$ cat src/rtl/mem_burst_ctrl.sv
// mem_burst_ctrl: cache line fill/writeback burst controller.
// A combined request does the writeback first, idles one cycle, then does the fill.
module mem_burst_ctrl #(
   parameter int BURST_LEN = 4,
   parameter int LINE_W    = BURST_LEN * 32
) (
   input  logic              CLK,
   input  logic              RST,
   input  logic              REQ_RD,
   input  logic              REQ_WR,
   input  logic [31:0]       REQ_ADDR,
   input  logic [31:0]       REQ_WB_ADDR,
   input  logic [LINE_W-1:0] LINE_WDATA,
   output logic [LINE_W-1:0] LINE_RDATA,
   output logic              BUSY,
   output logic              DONE,
   output logic              MEM_RE,
   output logic              MEM_WE,
   output logic [31:0]       MEM_ADDR,
   output logic [31:0]       MEM_DATA_IN,
   input  logic [31:0]       MEM_DOUT,
   input  logic              MEM_VALID
);
   localparam int LB = $clog2(BURST_LEN);
   typedef enum logic [2:0] {IDLE, WR_BURST, GAP, RD_BURST, RESP} state_t;
   state_t            state;
   logic [LB-1:0]     beat, nxt_beat;
   logic [31:0]       wb_base, rd_base, wb_al, rd_al;
   logic [LINE_W-1:0] wline;
   logic              fill_pend, last;
   assign nxt_beat = beat + 1'b1;
   assign last     = beat == LB'(BURST_LEN - 1);
   assign wb_al    = {REQ_WB_ADDR[31:LB], {LB{1'b0}}};
   assign rd_al    = {REQ_ADDR[31:LB], {LB{1'b0}}};
   always_ff @(posedge CLK) begin
      if (RST) begin
         state       <= IDLE;
         beat        <= '0;
         wb_base     <= '0;
         rd_base     <= '0;
         wline       <= '0;
         fill_pend   <= 1'b0;
         LINE_RDATA  <= '0;
         BUSY        <= 1'b0;
         DONE        <= 1'b0;
         MEM_RE      <= 1'b0;
         MEM_WE      <= 1'b0;
         MEM_ADDR    <= '0;
         MEM_DATA_IN <= '0;
      end else begin
         case (state)
            IDLE: begin
               DONE <= 1'b0;
               beat <= '0;
               if (REQ_WR || REQ_RD) begin
                  wb_base   <= wb_al;
                  rd_base   <= rd_al;
                  wline     <= LINE_WDATA;
                  fill_pend <= REQ_RD;
                  BUSY      <= 1'b1;
               end
               if (REQ_WR) begin
                  state       <= WR_BURST;
                  MEM_WE      <= 1'b1;
                  MEM_ADDR    <= wb_al;
                  MEM_DATA_IN <= LINE_WDATA[31:0];
               end else if (REQ_RD) begin
                  state    <= RD_BURST;
                  MEM_RE   <= 1'b1;
                  MEM_ADDR <= rd_al;
               end
            end
            WR_BURST: if (MEM_VALID) begin
               if (last) begin
                  MEM_WE <= 1'b0;
                  beat   <= '0;
                  state  <= fill_pend ? GAP : RESP;
                  DONE   <= !fill_pend;
               end else begin
                  beat        <= nxt_beat;
                  MEM_ADDR    <= {wb_base[31:LB], nxt_beat};
                  MEM_DATA_IN <= wline[nxt_beat*32 +: 32];
               end
            end
            // Both enables stay low here for one cycle so memory re-arms before the fill.
            GAP: begin
               state     <= RD_BURST;
               fill_pend <= 1'b0;
               beat      <= '0;
               MEM_RE    <= 1'b1;
               MEM_ADDR  <= rd_base;
            end
            RD_BURST: if (MEM_VALID) begin
               LINE_RDATA[beat*32 +: 32] <= MEM_DOUT;
               if (last) begin
                  MEM_RE <= 1'b0;
                  beat   <= '0;
                  state  <= RESP;
                  DONE   <= 1'b1;
               end else begin
                  beat     <= nxt_beat;
                  MEM_ADDR <= {rd_base[31:LB], nxt_beat};
               end
            end
            RESP: begin
               DONE  <= 1'b0;
               BUSY  <= 1'b0;
               state <= IDLE;
            end
            default: state <= IDLE;
         endcase
      end
   end
endmodule
$ cat config.mk
export PLATFORM = sky130hd
export DESIGN_NAME = mem_burst_ctrl
export DESIGN_NICKNAME = d
export VERILOG_FILES = /design/src/rtl/mem_burst_ctrl.sv
export SDC_FILE = /design/constraint.sdc
export NUM_CORES = 1
export LEC_CHECK = 0
export ABC_AREA = 1
export ABC_CLOCK_PERIOD_IN_PS = 2360
export CAP_MARGIN = 20
export CORE_ASPECT_RATIO = 0.6
export CORE_MARGIN = 2
export CORE_UTILIZATION = 41
export DETAILED_ROUTE_END_ITERATION = 12
export DONT_BUFFER_PORTS = 1
export PLACE_DENSITY = 0.63
export SYNTH_ARGS = -nofsm -noshare
export SYNTH_HDL_FRONTEND = slang
export SYNTH_SLANG_ARGS = --single-unit
$ cat constraint.sdc
create_clock -name CLK -period 2.36 [get_ports CLK]
set_input_delay 0.236 -clock CLK [delete_from_list [all_inputs] [get_ports CLK]]
set_output_delay 0.236 -clock CLK [all_outputs]
set_load 0.01 [all_outputs]
* Word-level counts from Yosys, hierarchy flattened *
Index checks and enable logic that the tools add are counted.

word-level totals
  flip-flop bits (word level) = 390
  input bits = 229

cells by class
  $add $sub $neg = 2
  eq/ne operators = 17
  shifts and indexed selects = 3
  mux-type cells = 39
  reductions and logical operators = 24

operator list
  operator                                                 count
  two-way mux 32 bit                                       9
  bitwise mux 128 bit                                      1
  one-hot mux 32 bit (4 select lines)                      1
  variable shift 32 x 34 -> 128 bit, first input constant  1
  variable part select 128 x 8 -> 32 bit                   1
  variable part select 32 x 34 -> 128 bit                  1
  one-hot mux 32 bit (2 select lines)                      1
  negator 7 -> 34 bit                                      1
  two-way mux 3 bit                                        7
  != test 2 bit, second input constant                     10
  AND reduction 5 bit                                      3
  one-hot mux 3 bit (4 select lines)                       1
  two-way mux 1 bit                                        11
  AND reduction 2 bit                                      5
  AND reduction 4 bit                                      2
  nonzero test 2 bit                                       4
  equality test 3 x 2 -> 1 bit, second input constant      2
  one-hot mux 1 bit (2 select lines)                       3
  one-hot mux 1 bit (3 select lines)                       2
  AND reduction 6 bit                                      1
  nonzero test 3 bit                                       2
  OR reduction 2 bit                                       3
  two-way mux 2 bit                                        2
  one-hot mux 2 bit (2 select lines)                       1
  10 further kinds                                         10

* Logic depth before layout (Yosys ltp) *
Gate-level depths: netlist (run 1).

  word-level depth = 5
  mapped depth = 13

* Worst setup path before layout (run 1) *
No wires, ideal clock.

  kind = register to register
  start = reg beat[0]
  end = reg LINE_RDATA[17]
  data arrival time = 2.083 ns
  required time = 2.296 ns
  setup slack = 0.213 ns
  cell stages (with the launch flop) = 10
  path buffers = 4
  period minus slack after synthesis = 2.147 ns
  cells stage by stage = dfxtp_1 > buf_2 > inv_2 > clkbuf_1 > ha_1 > buf_2 > nor3_1 > clkbuf_1 > a21oi_1 > nor2_1

between the ends
  longest elaborated chain between the ends = 3
  elaborated cells on any way between the ends = 4
  classes of those cells = 1 x add/sub; 2 x shift; 1 x mux

RTL lines
  item                                                                                          RTL line  RTL
  start, declared                                                                               27        logic [LB-1:0] beat, nxt_beat;
  start signal, assigned                                                                        80        beat <= nxt_beat;
  start signal, assigned                                                                        101       beat <= nxt_beat;
  negator 7 -> 34 bit (*)                                                                       94        LINE_RDATA[beat*32 +: 32] <= MEM_DOUT;
  variable part select 32 x 34 -> 128 bit or variable shift 32 x 34 -> 128 bit (tied branches)  94
  bitwise mux 128 bit (*)                                                                       94
  end signal, assigned                                                                          43        LINE_RDATA <= '0;
  end signal, assigned by index                                                                 94
  end, declared                                                                                 14        output logic [LINE_W-1:0] LINE_RDATA,

Mark *: on every way between the ends. The rest lies on a longest branch, timed or not.
A chain may end at the register's enable or synchronous reset.

* Worst setup path in the final report (run 1) *
  start = reg state[0]
  end = reg rd_base[9]

between the ends
  longest elaborated chain between the ends = 2

RTL lines
  item                           RTL line  RTL
  start, declared                26        state_t state;
  start signal, assigned         77        state <= fill_pend ? GAP : RESP;
  logical NOT 3 bit              51        case (state)
  AND reduction 2 bit (no line)  -
  end signal, assigned           57        rd_base <= rd_al;
  end, declared                  28        logic [31:0] wb_base, rd_base, wb_al, rd_al;

Every way passes these cells.

==> impl_metrics.ini, run 1 <==
[grt]
grtUsageMet3_pct = 6.248
number_of_global_route_vias_before_repair = 16580
global_route.usage.met1_pct = 33.67
use_met2_pct = 40.92
layer_carrying_the_most_global_route_usage = met2
antenna_found_initial = 2
grt.overflow.total = 0
grt_resource_usage_total_pct = 25.68
grt_max_degree = 109
grt_pass1_wl_um = 91390

[clock_tree]
clock_tree.htree_level_count = 2
clock_tree.buffer_depth = 3
cts.root.buffer_cell = clkbuf_16
cts_tree = built
cts_made_buffers = 40
worst_setup_hold_path_clk_slew_ns = 0.07
clock_latency_on_the_worst_skew_pair_ns = 0.53
clock_sink_count = 390

[power]
cellLeakagePower_nw = 9.159
vdd_ir_drop_max_uv = 622.2
power-per-cell-area_mw_per_mm2 = 870.3

[worst_setup_path]
crit_path_start = state[0]
cp_data_arrival_time_ns = 2.64
kind_of_start_point_of_the_critical_path = register
crit_required_ns = 2.84
r2r_end = rd_base[9]
r2r_slack_ns = 0.20
regToRegStartpoint = state[0]
r2r_cells = 7
worstSetupEndpoint = rd_base[9]
critical_path_class = register to register
worstPathMaxFanout = 62
worst_setup_path_end_kind = register

[floorplan]
initial_utilization_pct = 41.50
floorplan.io_pins = 425
die_width_um = 269.5
fp-row-count = 58
chipHeight_um = 163.3
core_area_mm2 = 0.04180
floorplan.die_area_mm2 = 0.04402

[sta]
timing_max_transition_violations_final = 0
fin_tns_setup_ns = 0
setup_viol_count_final = 0
max_slew_headroom_at_the_worst_pin_pct = 29.67
worst-slew-pin-transition_ns = 1.054
hold_viol = 0
rsz0062_at_grt = no
period_needed_ns = 2.157
fin_skew_ns = 0.01815
fmax_mhz = 463.6
fin_crit_sh_pct = 91.40

[synthesis]
netlist-cell-type-count = 22
synth-seq-cells = 390
postSynthNetCount = 2875
mappedNetlistArea_mm2 = 0.01735
yosys_warnings = 0
netlist_instances = 2640
synth_sequential_area_ratio_pct = 45.01
post_synth_top_area_share_pct = 45.01
synth.top_cells.by_area = dfxtp_1 45%, nand2_1 15%, nor2_1 9.3%
syn_area_cell_um2 = 6.570
yosys.area.top_type = dfxtp_1

[hold_path]
hold_path.class = primary input to register

[place]
detailedPlacementHpwl_um = 35880
gpl.final_weighted_congestion = 0.8641
place.port_buffers = 0

[detailed_routing]
detail_route.wirelength_um = 58690
via_per_inst = 5.223
drc = 0
detailroute.via_count = 17550
antenna_left = 0
drt-pass1-iter-count = 6
routedWlPerCell_um = 17.47
drt_iter0_markers = 1693

[cells_and_area]
syn_to_final_growth_pct = 23.10
drive_above_1_share_pct = 4.770
nNetsFinal = 2993
final_layout_fill_cell_count = 4105
final_core_util_pct = 51.08

[status]
status = completed

[flow_run]
max_cap_violations = 0
[placed cells by master (no fill, tap or decap), types with 10 or more instances in the layout]
master	n
inv_1	219
buf_12	15
dlygate4sd3_1	223
clkbuf_1	10
nor3_1	12
nand3_1	208
inv_2	10
nor2_1	430
o21ai_1	14
buf_4	28
dfxtp_1	389
a21oi_1	230
nand2_1	678
clkbuf_16	41
o21ai_0	234
[state kept, by name, indices dropped and copies added (netlist names)]
name         flops
BUSY             1
DONE             1
LINE_RDATA     128
MEM_ADDR        32
MEM_DATA_IN     32
MEM_RE           1
MEM_WE           1
beat             2
fill_pend        1
rd_base         30
state            3
wb_base         30
wline          128
[synth_stat cells]
master / number
buf_2: 57
nor2_1: 432
inv_1: 220
ha_1: 6
buf_1: 6
nand2_1: 679
a31oi_1: 1
nand3_1: 208
clkbuf_1: 115
o21ai_0: 234
a21oi_1: 230
or2_2: 1
nand2_2: 4
nand4_1: 2
buf_4: 12
nor3_1: 13
dfxtp_1: 390
inv_2: 10
buf_6: 2
o21ai_1: 14
nor2_2: 3
nand3_2: 1
[timing repair]
item | in CTS | in global routing
buffers inserted | 0 | 0
hold buffers | 224 | 0
resized for setup | 0 | 1
hold endpoints to repair | 275 | 0
setup endpoints to repair | 0 | 1
[stage by stage]
stage	instances	hold slack (ns)	setup slack (ns)	total power [mW]	area (um^2)
finish	3360	0.02173	0.2029	18.58	21350
global route	3360	0.02356	0.06447	19.66	21350
CTS	3359	0.0005959	0.1184	18.68	21350
detailed placement	3063	0.3139	0.3838	11.91	17790
global placement	3063	0.3122	0.4470	11.80	17790
floorplan	2640	0.3767	0.2127	10.85	17350
[layout make-up]
type | count | area [um^2] | area share [%]
clock inverters | 13 | 131.4 | 0.6153
repair buffers | 268 | 2781 | 13.03
flip-flops and latches | 390 | 7811 | 36.58
multi-input cells | 1828 | 7866 | 36.84
diodes | 2 | 5.005 | 0.02344
well taps | 570 | 713.2 | 3.340
inverters | 230 | 870.8 | 4.078
clock buffers | 59 | 1174 | 5.496
[kinds of logic after synthesis]
family	count (synthesis)	synth area share (%)
adders and majority gates	6	0.4328
AOI/OAI and AO/OA	479	13.83
and+or+nand+nor	1343	30.84
buffers and inverters	422	9.890
DFF	390	45.01
[power breakdown]
group | total [mW] | internal [mW] | switching, mW
registers | 7.97 | 7.40 | 0.574
logic | 4.22 | 1.47 | 2.76
clock network | 6.39 | 3.68 | 2.71
total | 18.6 | 12.5 | 6.04
[worst max-delay path: stages (launching register included)]
cell and delay (ns):
dfxtp_1 0.38, nor2_2 0.19, nand2_1 0.11, inv_2 0.12, buf_6 0.41, nand3_1 0.12, a21oi_1 0.18, dlygate4sd3_1 0.57
[worst min-delay path by stage]
stage	from	end	slack (ns)	depth (start not counted)
after global placement	RST	LINE_RDATA[29]	0.31	1
after detailed placement	RST	LINE_RDATA[29]	0.31	1
after CTS	MEM_DOUT[12]	LINE_RDATA[76]	0.0006	4
final	MEM_DOUT[17]	LINE_RDATA[81]	0.02	4
after floorplan	MEM_DOUT[10]	LINE_RDATA[10]	0.38	2
after global routing	MEM_DOUT[10]	LINE_RDATA[74]	0.02	4
[routing by layer]
layer | vias up | wire (um)
li1 | 8536 | -
met1 | 8095 | 24910
met2 | 772 | 26450
met3 | 145 | 5049
met4 | 0 | 2277
met5 | - | 0
Power figures use the tool's default switching activity.
==> inputs of run 2 (changes only) <==
--- a/config.mk
+++ b/config.mk
@@ -8,12 +8,14 @@
 export ABC_AREA = 1
 export ABC_CLOCK_PERIOD_IN_PS = 2360
 export CAP_MARGIN = 20
+export CELL_PAD_IN_SITES_DETAIL_PLACEMENT = 1
+export CELL_PAD_IN_SITES_GLOBAL_PLACEMENT = 1
 export CORE_ASPECT_RATIO = 0.6
 export CORE_MARGIN = 2
 export CORE_UTILIZATION = 41
 export DETAILED_ROUTE_END_ITERATION = 12
 export DONT_BUFFER_PORTS = 1
-export PLACE_DENSITY = 0.63
+export PLACE_DENSITY = 0.83
 export SYNTH_ARGS = -nofsm -noshare
 export SYNTH_HDL_FRONTEND = slang
 export SYNTH_SLANG_ARGS = --single-unit
==> run 2 against run 1 <==
Against the previous run:
- critical path depth is 2 higher
- first-iteration DRC count is 20% lower
- global-route usage is 6.0 points higher
- via count is 6.1% higher
- count of clock-buffer cells in the layout is 4 higher
- power is 1.9% higher
- sequential share of layout area is 0.12 points higher
- register-to-register slack worse by 0.04 ns
- non-clock buffer count stayed put
- sequential power is 0.8% higher
- die area stayed put
- maximum frequency is 1.7% lower
==> impl_metrics.ini, run 2 (synthesized netlist as in run 1, its figures left out) <==
[sta]
fmax_mhz = 455.5
max_slew_headroom_at_the_worst_pin_pct = 43.40
setup_viol_count_final = 0
fin_tns_setup_ns = 0
timing_max_transition_violations_final = 0
fin_skew_ns = 0.01692
worst-slew-pin-transition_ns = 0.8490
fin_crit_sh_pct = 93.03
hold_viol = 0
period_needed_ns = 2.195
rsz0062_at_grt = no

[floorplan]
chipHeight_um = 163.3
floorplan.die_area_mm2 = 0.04402
core_area_mm2 = 0.04180
floorplan.io_pins = 425
die_width_um = 269.5
initial_utilization_pct = 41.50
fp-row-count = 58

[detailed_routing]
drt-pass1-iter-count = 5
via_per_inst = 5.524
drc = 0
detailroute.via_count = 18630
routedWlPerCell_um = 21.66
detail_route.wirelength_um = 73040
antenna_left = 0
drt_iter0_markers = 1347

[place]
detailedPlacementHpwl_um = 40770
place.port_buffers = 0
gpl.final_weighted_congestion = 0.8688

[worst_setup_path]
worstPathMaxFanout = 34
cp_data_arrival_time_ns = 2.66
critical_path_class = register to register
r2r_cells = 9
kind_of_start_point_of_the_critical_path = register
crit_required_ns = 2.83
worst_setup_path_end_kind = register

[cells_and_area]
drive_above_1_share_pct = 4.632
layout.cells.most_common = nand2_1
nNetsFinal = 2993
final_core_util_pct = 50.92
layout_common_cells = 678 x nand2_1, 430 x nor2_1, 389 x dfxtp_1
top_regs = LINE_RDATA (128), wline (128)
syn_to_final_growth_pct = 22.70

[clock_tree]
clock_sink_count = 390
cts_made_buffers = 40
clock_tree.buffer_depth = 3
clock_latency_on_the_worst_skew_pair_ns = 0.53
cts_tree = built
worst_setup_hold_path_clk_slew_ns = 0.07
cts.root.buffer_cell = clkbuf_16
cts_setup_buffers = 0
clock_tree.htree_level_count = 2

[grt]
grt.overflow.total = 0
grt_resource_usage_total_pct = 31.70
number_of_global_route_vias_before_repair = 19830
grt_max_degree = 84
grt_pass1_wl_um = 111100
antenna_found_initial = 15

[hold_path]
hold_path_depth = 4
hold_path.class = primary input to register

[status]
status = completed

[power]
vdd_ir_drop_max_uv = 623.3
cellLeakagePower_nw = 9.115
power-per-cell-area_mw_per_mm2 = 889.7

[flow_run]
max_cap_violations = 0
==> run 2: cell types whose count changed in the layout (fill, tap and decap cells not counted), sizes merged <==
| cell | previous run | this run |
|---|---|---|
| clkinv | 7 | 5 |
| bufinv | 2 | 0 |
| dlygate4sd3 | 223 | 222 |
| inv | 232 | 230 |
| buf | 45 | 46 |
| clkinvlp | 2 | 1 |
| diode | 2 | 17 |
| clkbuf | 59 | 63 |
==> run 2: what timing repair did <==
item,4_1_cts,5_1_grt
setup endpoints to repair,0,1
hold buffers,223,0
gates resized for setup,0,2
hold endpoints to repair,278,0
==> run 2: final timing paths <==
path | start | to | slack [ns]
hold / removal | MEM_DOUT[4] | LINE_RDATA[68] | 0.03
setup / recovery | beat[0] | MEM_DATA_IN[25] | 0.16
hold reg to reg | wline[24] | wline[24] | 0.45
setup reg to reg | beat[0] | MEM_DATA_IN[25] | 0.16
==> run 2: power breakdown <==
group          leakage, nW  switching [mW]  internal (mW)
combinational         5.30            3.10           1.45
sequential            3.20           0.633           7.40
clock                0.616            2.82           3.55
total                 9.11            6.54           12.4
==> run 2: critical path, stage by stage, from the launching register on <==
cell,delay [ns]
dfxtp_4,0.47
inv_2,0.12
ha_4,0.31
buf_4,0.45
nand3_1,0.29
nand2_1,0.14
nand2_1,0.06
nand2_1,0.09
nor2_1,0.05
nor2_1,0.12
==> run 2: area by class of cell <==
type | instances | area (um^2)
clock inverters | 6 | 36.28
fillers | 5411 | 20520
diodes | 17 | 42.54
well taps | 570 | 713.2
clock buffers | 63 | 1220
inverters | 230 | 873.3
flip-flops and latches | 390 | 7811
multi-input cells | 1828 | 7866
repair buffers | 268 | 2720
==> run 2: per-layer routing <==
layer | GRT usage (%) | vias up | part of all wire, %
li1 | - | 8530 | -
met3 | 7.733 | 252 | 7.0
met1 | 36.68 | 9076 | 40
met5 | 0 | - | 0
met4 | 15.56 | 0 | 4.4
met2 | 55.31 | 768 | 49
==> run 2: through the flow <==
| stage | area [um^2] | cells | hold WS [ns] | worst slack (ns) | total power [mW] |
|---|---|---|---|---|---|
| 6_report | 21280 | 3372 | 0.02744 | 0.1645 | 18.93 |
| 5_1_grt | 21280 | 3371 | 0.02833 | 0.08707 | 19.82 |
| 4_1_cts | 21220 | 3354 | 0.003117 | 0.2544 | 18.67 |
| 3_5_place_dp | 17720 | 3062 | 0.3151 | 0.2634 | 12.01 |
| 3_3_place_gp | 17720 | 3062 | 0.3125 | 0.3236 | 11.79 |
| 2_1_floorplan | 17350 | 2640 | 0.3767 | 0.2127 | 10.85 |
